[src/rtl/ibex_register_file_mp_if.sv]
// Bundled read/write/clear signals of the multi-port register file.
// master = core side driving addresses and write data, slave = the register file.
interface ibex_register_file_mp_if #(
  parameter int unsigned DataWidth = 32,
  parameter int unsigned AddrWidth = 5,
  parameter int unsigned NumRead   = 2,
  parameter int unsigned NumWrite  = 2
);
  logic [NumRead*AddrWidth-1:0]  raddr_i;
  logic [NumRead*DataWidth-1:0]  rdata_o;
  logic [NumWrite*AddrWidth-1:0] waddr_i;
  logic [NumWrite*DataWidth-1:0] wdata_i;
  logic [NumWrite-1:0]           we_i;
  logic                          clr_req_i;
  logic                          clr_busy_o;
  logic                          clr_done_o;
  logic                          err_o;
  logic                          perr_o;

  modport master (
    output raddr_i, waddr_i, wdata_i, we_i, clr_req_i,
    input  rdata_o, clr_busy_o, clr_done_o, err_o, perr_o
  );

  modport slave (
    input  raddr_i, waddr_i, wdata_i, we_i, clr_req_i,
    output rdata_o, clr_busy_o, clr_done_o, err_o, perr_o
  );
endinterface

[src/rtl/ibex_register_file_mp.sv]
// Flip-flop register file with NumRead read / NumWrite write ports, bypass, collision flag
// and a sequential bulk-clear engine. Define IBEX_RF_PARITY_EN to add per-word even parity.
module ibex_register_file_mp #(
  parameter int unsigned          DataWidth   = 32,
  parameter int unsigned          AddrWidth   = 5,
  parameter int unsigned          NumRead     = 2,
  parameter int unsigned          NumWrite    = 2,
  parameter bit                   WriteBypass = 1'b1,
  parameter logic [DataWidth-1:0] WordZeroVal = '0
) (
  input logic                    clk_i,
  input logic                    rst_ni,
  ibex_register_file_mp_if.slave rf
);

  localparam int unsigned NumWords = 2 ** AddrWidth;

  typedef enum logic [1:0] {
    ST_IDLE,
    ST_CLEAR,
    ST_DONE
  } clr_state_e;

  clr_state_e           state_reg;
  logic [AddrWidth-1:0] cnt_reg;
  logic                 busy_reg;
  logic                 done_reg;
  logic                 err_reg;
  logic                 collision_next;

  logic [AddrWidth-1:0] waddr [NumWrite];
  logic [DataWidth-1:0] wdata [NumWrite];
  logic [NumWrite-1:0]  wvalid;
  logic [DataWidth-1:0] rf_view [NumWords];

  // A write is accepted only for a nonzero address while the clear engine is idle.
  for (genvar gi = 0; gi < NumWrite; gi++) begin : gen_wport
    assign waddr[gi]  = rf.waddr_i[gi*AddrWidth +: AddrWidth];
    assign wdata[gi]  = rf.wdata_i[gi*DataWidth +: DataWidth];
    assign wvalid[gi] = rf.we_i[gi] & (waddr[gi] != '0) & ~busy_reg;
  end

  always_comb begin
    collision_next = 1'b0;
    for (int unsigned i = 0; i < NumWrite; i++) begin
      for (int unsigned j = i + 1; j < NumWrite; j++) begin
        if (wvalid[i] && wvalid[j] && (waddr[i] == waddr[j])) begin
          collision_next = 1'b1;
        end
      end
    end
  end

  always_ff @(posedge clk_i or negedge rst_ni) begin
    if (!rst_ni) begin
      state_reg <= ST_IDLE;
      cnt_reg   <= AddrWidth'(1);
      busy_reg  <= 1'b0;
      done_reg  <= 1'b0;
      err_reg   <= 1'b0;
    end else begin
      err_reg  <= collision_next;
      done_reg <= 1'b0;
      case (state_reg)
        ST_IDLE: begin
          if (rf.clr_req_i) begin
            state_reg <= ST_CLEAR;
            busy_reg  <= 1'b1;
            cnt_reg   <= AddrWidth'(1);
          end
        end
        ST_CLEAR: begin
          // The last word reloads 1 instead of wrapping, so word 0 is never targeted.
          if (&cnt_reg) begin
            state_reg <= ST_DONE;
            busy_reg  <= 1'b0;
            done_reg  <= 1'b1;
            cnt_reg   <= AddrWidth'(1);
          end else begin
            cnt_reg <= cnt_reg + AddrWidth'(1);
          end
        end
        ST_DONE: begin
          state_reg <= ST_IDLE;
        end
        default: begin
          state_reg <= ST_IDLE;
          busy_reg  <= 1'b0;
        end
      endcase
    end
  end

  assign rf_view[0] = WordZeroVal;

`ifdef IBEX_RF_PARITY_EN
  logic                par_view [NumWords];
  logic [NumRead-1:0]  perr_port;
  assign par_view[0] = ^WordZeroVal;
`endif

  for (genvar gi = 1; gi < NumWords; gi++) begin : gen_word
    logic [DataWidth-1:0] word_reg;
    logic [DataWidth-1:0] word_next;
    logic                 word_we;

    // Later ports overwrite earlier ones, giving the highest index priority.
    always_comb begin
      word_we   = 1'b0;
      word_next = word_reg;
      for (int unsigned j = 0; j < NumWrite; j++) begin
        if (wvalid[j] && (waddr[j] == AddrWidth'(gi))) begin
          word_we   = 1'b1;
          word_next = wdata[j];
        end
      end
      if (busy_reg && (cnt_reg == AddrWidth'(gi))) begin
        word_we   = 1'b1;
        word_next = WordZeroVal;
      end
    end

    always_ff @(posedge clk_i or negedge rst_ni) begin
      if (!rst_ni) begin
        word_reg <= WordZeroVal;
      end else if (word_we) begin
        word_reg <= word_next;
      end
    end

    assign rf_view[gi] = word_reg;

`ifdef IBEX_RF_PARITY_EN
    logic par_reg;
    always_ff @(posedge clk_i or negedge rst_ni) begin
      if (!rst_ni) begin
        par_reg <= ^WordZeroVal;
      end else if (word_we) begin
        par_reg <= ^word_next;
      end
    end
    assign par_view[gi] = par_reg;
`endif
  end

  for (genvar gi = 0; gi < NumRead; gi++) begin : gen_read
    logic [AddrWidth-1:0] raddr;
    logic [DataWidth-1:0] rdata;
`ifdef IBEX_RF_PARITY_EN
    logic                 bypassed;
`endif

    assign raddr = rf.raddr_i[gi*AddrWidth +: AddrWidth];

    // wvalid already excludes address 0 and busy cycles, so bypass never hits either.
    always_comb begin
      rdata = rf_view[raddr];
`ifdef IBEX_RF_PARITY_EN
      bypassed = 1'b0;
`endif
      if (WriteBypass) begin
        for (int unsigned j = 0; j < NumWrite; j++) begin
          if (wvalid[j] && (waddr[j] == raddr)) begin
            rdata = wdata[j];
`ifdef IBEX_RF_PARITY_EN
            bypassed = 1'b1;
`endif
          end
        end
      end
    end

    assign rf.rdata_o[gi*DataWidth +: DataWidth] = rdata;

`ifdef IBEX_RF_PARITY_EN
    assign perr_port[gi] = ~bypassed & (raddr != '0) &
                           ((^rf_view[raddr]) != par_view[raddr]);
`endif
  end

`ifdef IBEX_RF_PARITY_EN
  assign rf.perr_o = |perr_port;
`else
  assign rf.perr_o = 1'b0;
`endif

  assign rf.clr_busy_o = busy_reg;
  assign rf.clr_done_o = done_reg;
  assign rf.err_o      = err_reg;

endmodule

[src/flat_wrapper.sv]
// flat-port wrapper written by rule: the top's interface ports become plain ports
module ibex_register_file_mp_flat 
#(
  parameter int unsigned          DataWidth   = 32,
  parameter int unsigned          AddrWidth   = 5,
  parameter int unsigned          NumRead     = 2,
  parameter int unsigned          NumWrite    = 2,
  parameter bit                   WriteBypass = 1'b1,
  parameter logic [DataWidth-1:0] WordZeroVal = '0
)
  (clk_i, rst_ni, rf_raddr_i, rf_waddr_i, rf_wdata_i, rf_we_i, rf_clr_req_i, rf_rdata_o, rf_clr_busy_o, rf_clr_done_o, rf_err_o, rf_perr_o);
  ibex_register_file_mp_if #(.DataWidth(DataWidth), .AddrWidth(AddrWidth), .NumRead(NumRead), .NumWrite(NumWrite)) rf_i ();
  input logic clk_i;
  input logic rst_ni;
  input wire logic [$bits(rf_i.raddr_i)-1:0] rf_raddr_i;
  input wire logic [$bits(rf_i.waddr_i)-1:0] rf_waddr_i;
  input wire logic [$bits(rf_i.wdata_i)-1:0] rf_wdata_i;
  input wire logic [$bits(rf_i.we_i)-1:0] rf_we_i;
  input wire logic [$bits(rf_i.clr_req_i)-1:0] rf_clr_req_i;
  output wire logic [$bits(rf_i.rdata_o)-1:0] rf_rdata_o;
  output wire logic [$bits(rf_i.clr_busy_o)-1:0] rf_clr_busy_o;
  output wire logic [$bits(rf_i.clr_done_o)-1:0] rf_clr_done_o;
  output wire logic [$bits(rf_i.err_o)-1:0] rf_err_o;
  output wire logic [$bits(rf_i.perr_o)-1:0] rf_perr_o;
  assign rf_i.raddr_i = rf_raddr_i;
  assign rf_i.waddr_i = rf_waddr_i;
  assign rf_i.wdata_i = rf_wdata_i;
  assign rf_i.we_i = rf_we_i;
  assign rf_i.clr_req_i = rf_clr_req_i;
  assign rf_rdata_o = rf_i.rdata_o;
  assign rf_clr_busy_o = rf_i.clr_busy_o;
  assign rf_clr_done_o = rf_i.clr_done_o;
  assign rf_err_o = rf_i.err_o;
  assign rf_perr_o = rf_i.perr_o;
  ibex_register_file_mp #(.DataWidth(DataWidth), .AddrWidth(AddrWidth), .NumRead(NumRead), .NumWrite(NumWrite), .WriteBypass(WriteBypass), .WordZeroVal(WordZeroVal)) u_core (.clk_i(clk_i), .rst_ni(rst_ni), .rf(rf_i));
endmodule
[config.mk]
export PLATFORM = sky130hd
export DESIGN_NAME = ibex_register_file_mp_flat
export DESIGN_NICKNAME = d
export VERILOG_FILES = /design/src/rtl/ibex_register_file_mp_if.sv /design/src/rtl/ibex_register_file_mp.sv /design/src/flat_wrapper.sv
export SDC_FILE = /design/constraint.sdc
export NUM_CORES = 2
export LEC_CHECK = 0
export ABC_CLOCK_PERIOD_IN_PS = 2630
export CORE_MARGIN = 1
export CORE_UTILIZATION = 54
export DETAILED_ROUTE_END_ITERATION = 10
export PLACE_DENSITY = 0.71
export SLEW_MARGIN = 20
export SYNTH_ARGS = -nofsm -noshare
export SYNTH_HDL_FRONTEND = slang
export SYNTH_SLANG_ARGS = --single-unit
export TNS_END_PERCENT = 30
[constraint.sdc]
create_clock -name clk_i -period 2.63 [get_ports clk_i]
set_input_delay 0.263 -clock clk_i [delete_from_list [all_inputs] [get_ports clk_i]]
set_output_delay 0.263 -clock clk_i [all_outputs]
set_load 0.02 [all_outputs]
==> impl_metrics.xml <==
<?xml version="1.0" encoding="UTF-8"?>
<metrics>
  <group name="detailed_routing">
    <metric name="antenna_left" unit="">0</metric>
    <metric name="via_count" unit="">60000</metric>
    <metric name="residual_drc_count" unit="">0</metric>
    <metric name="detail_route.iter0.violations" unit="">10300</metric>
    <metric name="routed_wire_length_per_instance" unit="µm">39.4</metric>
    <metric name="wl" unit="mm">304</metric>
    <metric name="via_per_inst" unit="">7.78</metric>
    <metric name="firstDrtPassIters" unit="">8</metric>
  </group>
  <group name="flow_run">
    <metric name="timing.max_cap.violations" unit="">0</metric>
  </group>
  <group name="synthesis">
    <metric name="synth-compound-area-share" unit="">0.177</metric>
    <metric name="ys_dominant_reg_cell" unit="">sky130_fd_sc_hd__dfrtp_1</metric>
    <metric name="post_synth_fa_ha_maj_area_fraction" unit="">0.00115</metric>
    <metric name="post_synth_most_frequent_cells" unit="">sky130_fd_sc_hd__mux2i_1, sky130_fd_sc_hd__dfrtp_1, sky130_fd_sc_hd__o2bb2ai_1</metric>
    <metric name="synth_area_per_cell" unit="µm²">12.1</metric>
    <metric name="net_count_after_synthesis" unit="">5479</metric>
    <metric name="synth-seq-cells" unit="">1002</metric>
    <metric name="synth-async-reset-ratio" unit="">1.00</metric>
    <metric name="synth_xor_area_frac" unit="">0.00336</metric>
    <metric name="simple_gate_share_of_the_synthesized_area" unit="">0.0355</metric>
    <metric name="yosys.cell_count.top_type" unit="">sky130_fd_sc_hd__mux2i_1</metric>
    <metric name="synth_top_area_share" unit="">0.384</metric>
    <metric name="yosys-top-cells-area" unit="">sky130_fd_sc_hd__dfrtp_1, sky130_fd_sc_hd__mux2i_1, sky130_fd_sc_hd__mux4_2</metric>
    <metric name="synth.area.mux_share" unit="">0.343</metric>
    <metric name="synth-edff-count" unit="">0</metric>
    <metric name="synth_seq_area_share" unit="">0.385</metric>
    <metric name="synth.lib_cells_used.distinct" unit="">74</metric>
    <metric name="synth_top_family_by_area" unit="">multiplexers</metric>
    <metric name="library_cell_with_the_largest_summed_area_after_synthesis" unit="">sky130_fd_sc_hd__dfrtp_1</metric>
    <metric name="syn_inst" unit="">5384</metric>
    <metric name="yosys_warns" unit="">0</metric>
    <metric name="mappedNetlistArea" unit="µm²">65200</metric>
  </group>
  <group name="worst_setup_path">
    <metric name="worst_setup_path_end_kind" unit="">primary output</metric>
    <metric name="worstPathRequired" unit="ns">2.37</metric>
    <metric name="cp.arrival" unit="ns">2.99</metric>
    <metric name="worst-path-buf-inv" unit="">5</metric>
    <metric name="timing.critical_path.max_delay_family" unit="">simple AND/OR/NAND/NOR gates</metric>
    <metric name="cpMaxStageDelayCell" unit="">sky130_fd_sc_hd__nor2_4</metric>
    <metric name="path_class" unit="">register to primary output</metric>
    <metric name="critPathMaxStageDelay" unit="ns">0.57</metric>
    <metric name="setup.worst_path.start_class" unit="">register</metric>
    <metric name="cp_max_fo" unit="">6</metric>
    <metric name="reg2reg_setup_slack" unit="ns">-0.03</metric>
    <metric name="crit_path_frequent_cell" unit="">sky130_fd_sc_hd__buf_6</metric>
    <metric name="series_of_cell_instances_along_the_critical_path" unit="">buf_4 &gt; buf_6 &gt; nand2b_1 &gt; nor4_4 &gt; and2_4 &gt; nor2_4 &gt; buf_6 &gt; buf_6 &gt; a31oi_4 &gt; buf_6</metric>
  </group>
  <group name="sta">
    <metric name="maxSlewViolCount" unit="">0</metric>
    <metric name="post_layout_worst_setup_margin" unit="ns">-0.627</metric>
    <metric name="max_slew_margin" unit="">0.293</metric>
    <metric name="layout_worst_path_cycle_share" unit="">1.24</metric>
    <metric name="achievable-frequency" unit="GHz">0.307</metric>
    <metric name="timing.final.setup_violations" unit="">80</metric>
    <metric name="finClkSkew" unit="ns">0.0341</metric>
    <metric name="whs" unit="ns">0.110</metric>
    <metric name="fin_crit" unit="ns">3.26</metric>
    <metric name="worst-slew-pin-transition" unit="ns">1.05</metric>
    <metric name="hold_viol" unit="">0</metric>
    <metric name="rsz0062_at_grt" unit="">true</metric>
  </group>
  <group name="global_routing">
    <metric name="grt_pass1_vias" unit="">59800</metric>
    <metric name="globalRoute.totalOverflow" unit="">0</metric>
    <metric name="grt_pass1_wl" unit="mm">430</metric>
    <metric name="antenna_found_initial" unit="">8</metric>
    <metric name="overall_track_demand_over_capacity_in_global_routing" unit="">0.492</metric>
    <metric name="grt-busiest-layer" unit="">met2</metric>
    <metric name="grt_util_met2" unit="">0.655</metric>
    <metric name="gr-usage-met3" unit="">0.233</metric>
    <metric name="grt_start_max_net_pins" unit="">72</metric>
    <metric name="grt.met1_usage" unit="">0.623</metric>
  </group>
  <group name="clocking">
    <metric name="clkSlewWorstSetupHoldPaths" unit="ns">0.06</metric>
    <metric name="clk-insertion-delay-late" unit="ns">0.77</metric>
    <metric name="cts_sink_cnt" unit="">1002</metric>
    <metric name="cts_tree" unit="">built</metric>
    <metric name="cts-root-to-sink-buffers" unit="">3</metric>
    <metric name="cts_bufs_inserted" unit="">113</metric>
    <metric name="cts-htree-levels" unit="">3</metric>
    <metric name="root_buffer" unit="">sky130_fd_sc_hd__clkbuf_16</metric>
  </group>
  <group name="floorplan">
    <metric name="io_pins" unit="">157</metric>
    <metric name="initial_core_util" unit="">0.544</metric>
    <metric name="die_width" unit="µm">350</metric>
    <metric name="die_height" unit="µm">350</metric>
    <metric name="placement_rows" unit="">127</metric>
    <metric name="design.die.area" unit="µm²">122000</metric>
    <metric name="core_area" unit="µm²">120000</metric>
  </group>
  <group name="pwr">
    <metric name="p_leak" unit="nW">40.8</metric>
    <metric name="power-per-cell-area" unit="nW/µm²">722</metric>
    <metric name="p_total" unit="W">0.0592</metric>
    <metric name="vdd.ir_drop.worst" unit="µV">740</metric>
  </group>
  <group name="layout">
    <metric name="max_ffs_per_register" unit="">992</metric>
    <metric name="syn2layout_area_growth" unit="%">25.7</metric>
    <metric name="fin_util" unit="">0.684</metric>
    <metric name="final_layout_size_suffix_gt1_frac" unit="">0.364</metric>
    <metric name="layout.nets" unit="">6097</metric>
  </group>
  <group name="placed_design">
    <metric name="routabilityCongestion" unit="">1.06</metric>
    <metric name="post_dp_hpwl" unit="mm">197</metric>
    <metric name="port-buffer-count" unit="">155</metric>
  </group>
  <group name="hold_path">
    <metric name="worstHoldPathType" unit="">input port to async pin</metric>
  </group>
  <group name="status">
    <metric name="failing_checks" unit="">setup timing</metric>
    <metric name="run_status" unit="">complete, but fails checks</metric>
  </group>
</metrics>
[placed cells by master, fill, tap and decap left out, types with 69 or more instances in the layout]
| master | n |
|---|---|
| sky130_fd_sc_hd__mux2_2 | 123 |
| sky130_fd_sc_hd__o2bb2ai_1 | 923 |
| sky130_fd_sc_hd__a21oi_1 | 80 |
| sky130_fd_sc_hd__clkdlybuf4s50_1 | 80 |
| sky130_fd_sc_hd__dfrtp_1 | 1000 |
| sky130_fd_sc_hd__nand2_1 | 111 |
| sky130_fd_sc_hd__mux4_2 | 447 |
| sky130_fd_sc_hd__nor2_1 | 69 |
| sky130_fd_sc_hd__buf_4 | 937 |
| sky130_fd_sc_hd__mux2i_1 | 1058 |
| sky130_fd_sc_hd__o21ai_0 | 87 |
| sky130_fd_sc_hd__buf_12 | 195 |
| sky130_fd_sc_hd__clkbuf_16 | 117 |
[path summary, 6_finish.rpt]
kind                                                      start                          endpoint  cells past startpoint
worst min register to register  u_core.gen_word[3].word_reg[27]   u_core.gen_word[3].word_reg[27]                      1
worst max-delay path                       u_core.rf.clr_busy_o                    rf_rdata_o[58]                     10
worst max register to register             u_core.rf.clr_busy_o   u_core.gen_word[14].word_reg[2]                      9
max in group asynchronous                                rst_ni                 u_core.cnt_reg[0]                      4
min in group clk_i                                 rf_clr_req_i               u_core.state_reg[0]                      3
worst min-delay path                                     rst_ni  u_core.gen_word[18].word_reg[18]                      2
[power by group]
group / leakage (nW) / internal, W / total (W) / switching (W)
registers: 13.8 / 0.0192 / 0.0222 / 0.00304
clock network: 1.92 / 0.00991 / 0.0171 / 0.00717
logic: 25.1 / 0.0106 / 0.0199 / 0.00928
[logic make-up (layout without fill, tap and decap cells)]
group,after synthesis,after routing
AOI/OAI and AO/OA,1428,1428
xor gates and xnor gates,25,25
adders and majority gates,6,6
buffers and inverters,808,1520
DFF,1002,1002
muxes,1656,1656
other,1,6
and+or+nand+nor,458,458
[metrics by stage]
stage | setup TNS, ns | setup slack [ns] | std cells | cell area, µm²
6_report | -32.07 | -0.627 | 7713 | 82000
5_1_grt | -32.68 | -0.642 | 7710 | 82000
4_1_cts | -29.70 | -0.608 | 7695 | 81100
3_5_place_dp | -68.89 | -1.16 | 7480 | 76600
3_3_place_gp | -64.69 | -1.20 | 7480 | 76600
2_1_floorplan | -0.616 | -0.0643 | 5384 | 65200
[metal layers]
| layer | part of all wire | vias to the layer above | routed length, µm |
|---|---|---|---|
| met5 | 0.00030 | - | 92 |
| met4 | 0.084 | 12 | 25500 |
| met3 | 0.18 | 1622 | 53300 |
| met2 | 0.40 | 6204 | 121000 |
| met1 | 0.34 | 29700 | 104000 |
| li1 | - | 22500 | - |
[final cells by class]
cell class	instances	area, µm²
Multi-Input combinational cell	3574	38300
Fill cell	8533	37800
Sequential cell	1002	25100
Timing Repair Buffer	1284	12600
Clock buffer	163	3320
Tap cell	1612	2020
Clock inverter	46	593
Inverter	27	104
Antenna cell	5	12.5
[what timing repair did]
action	CTS	global route
cloned	0	2
gates resized for setup	342	182
pin swaps	26	28
setup endpoints to repair	65	109
setup buffers	7	18
hold endpoints to repair	320	0
hold buffers	1	0
(Power assumes the default switching activity.)
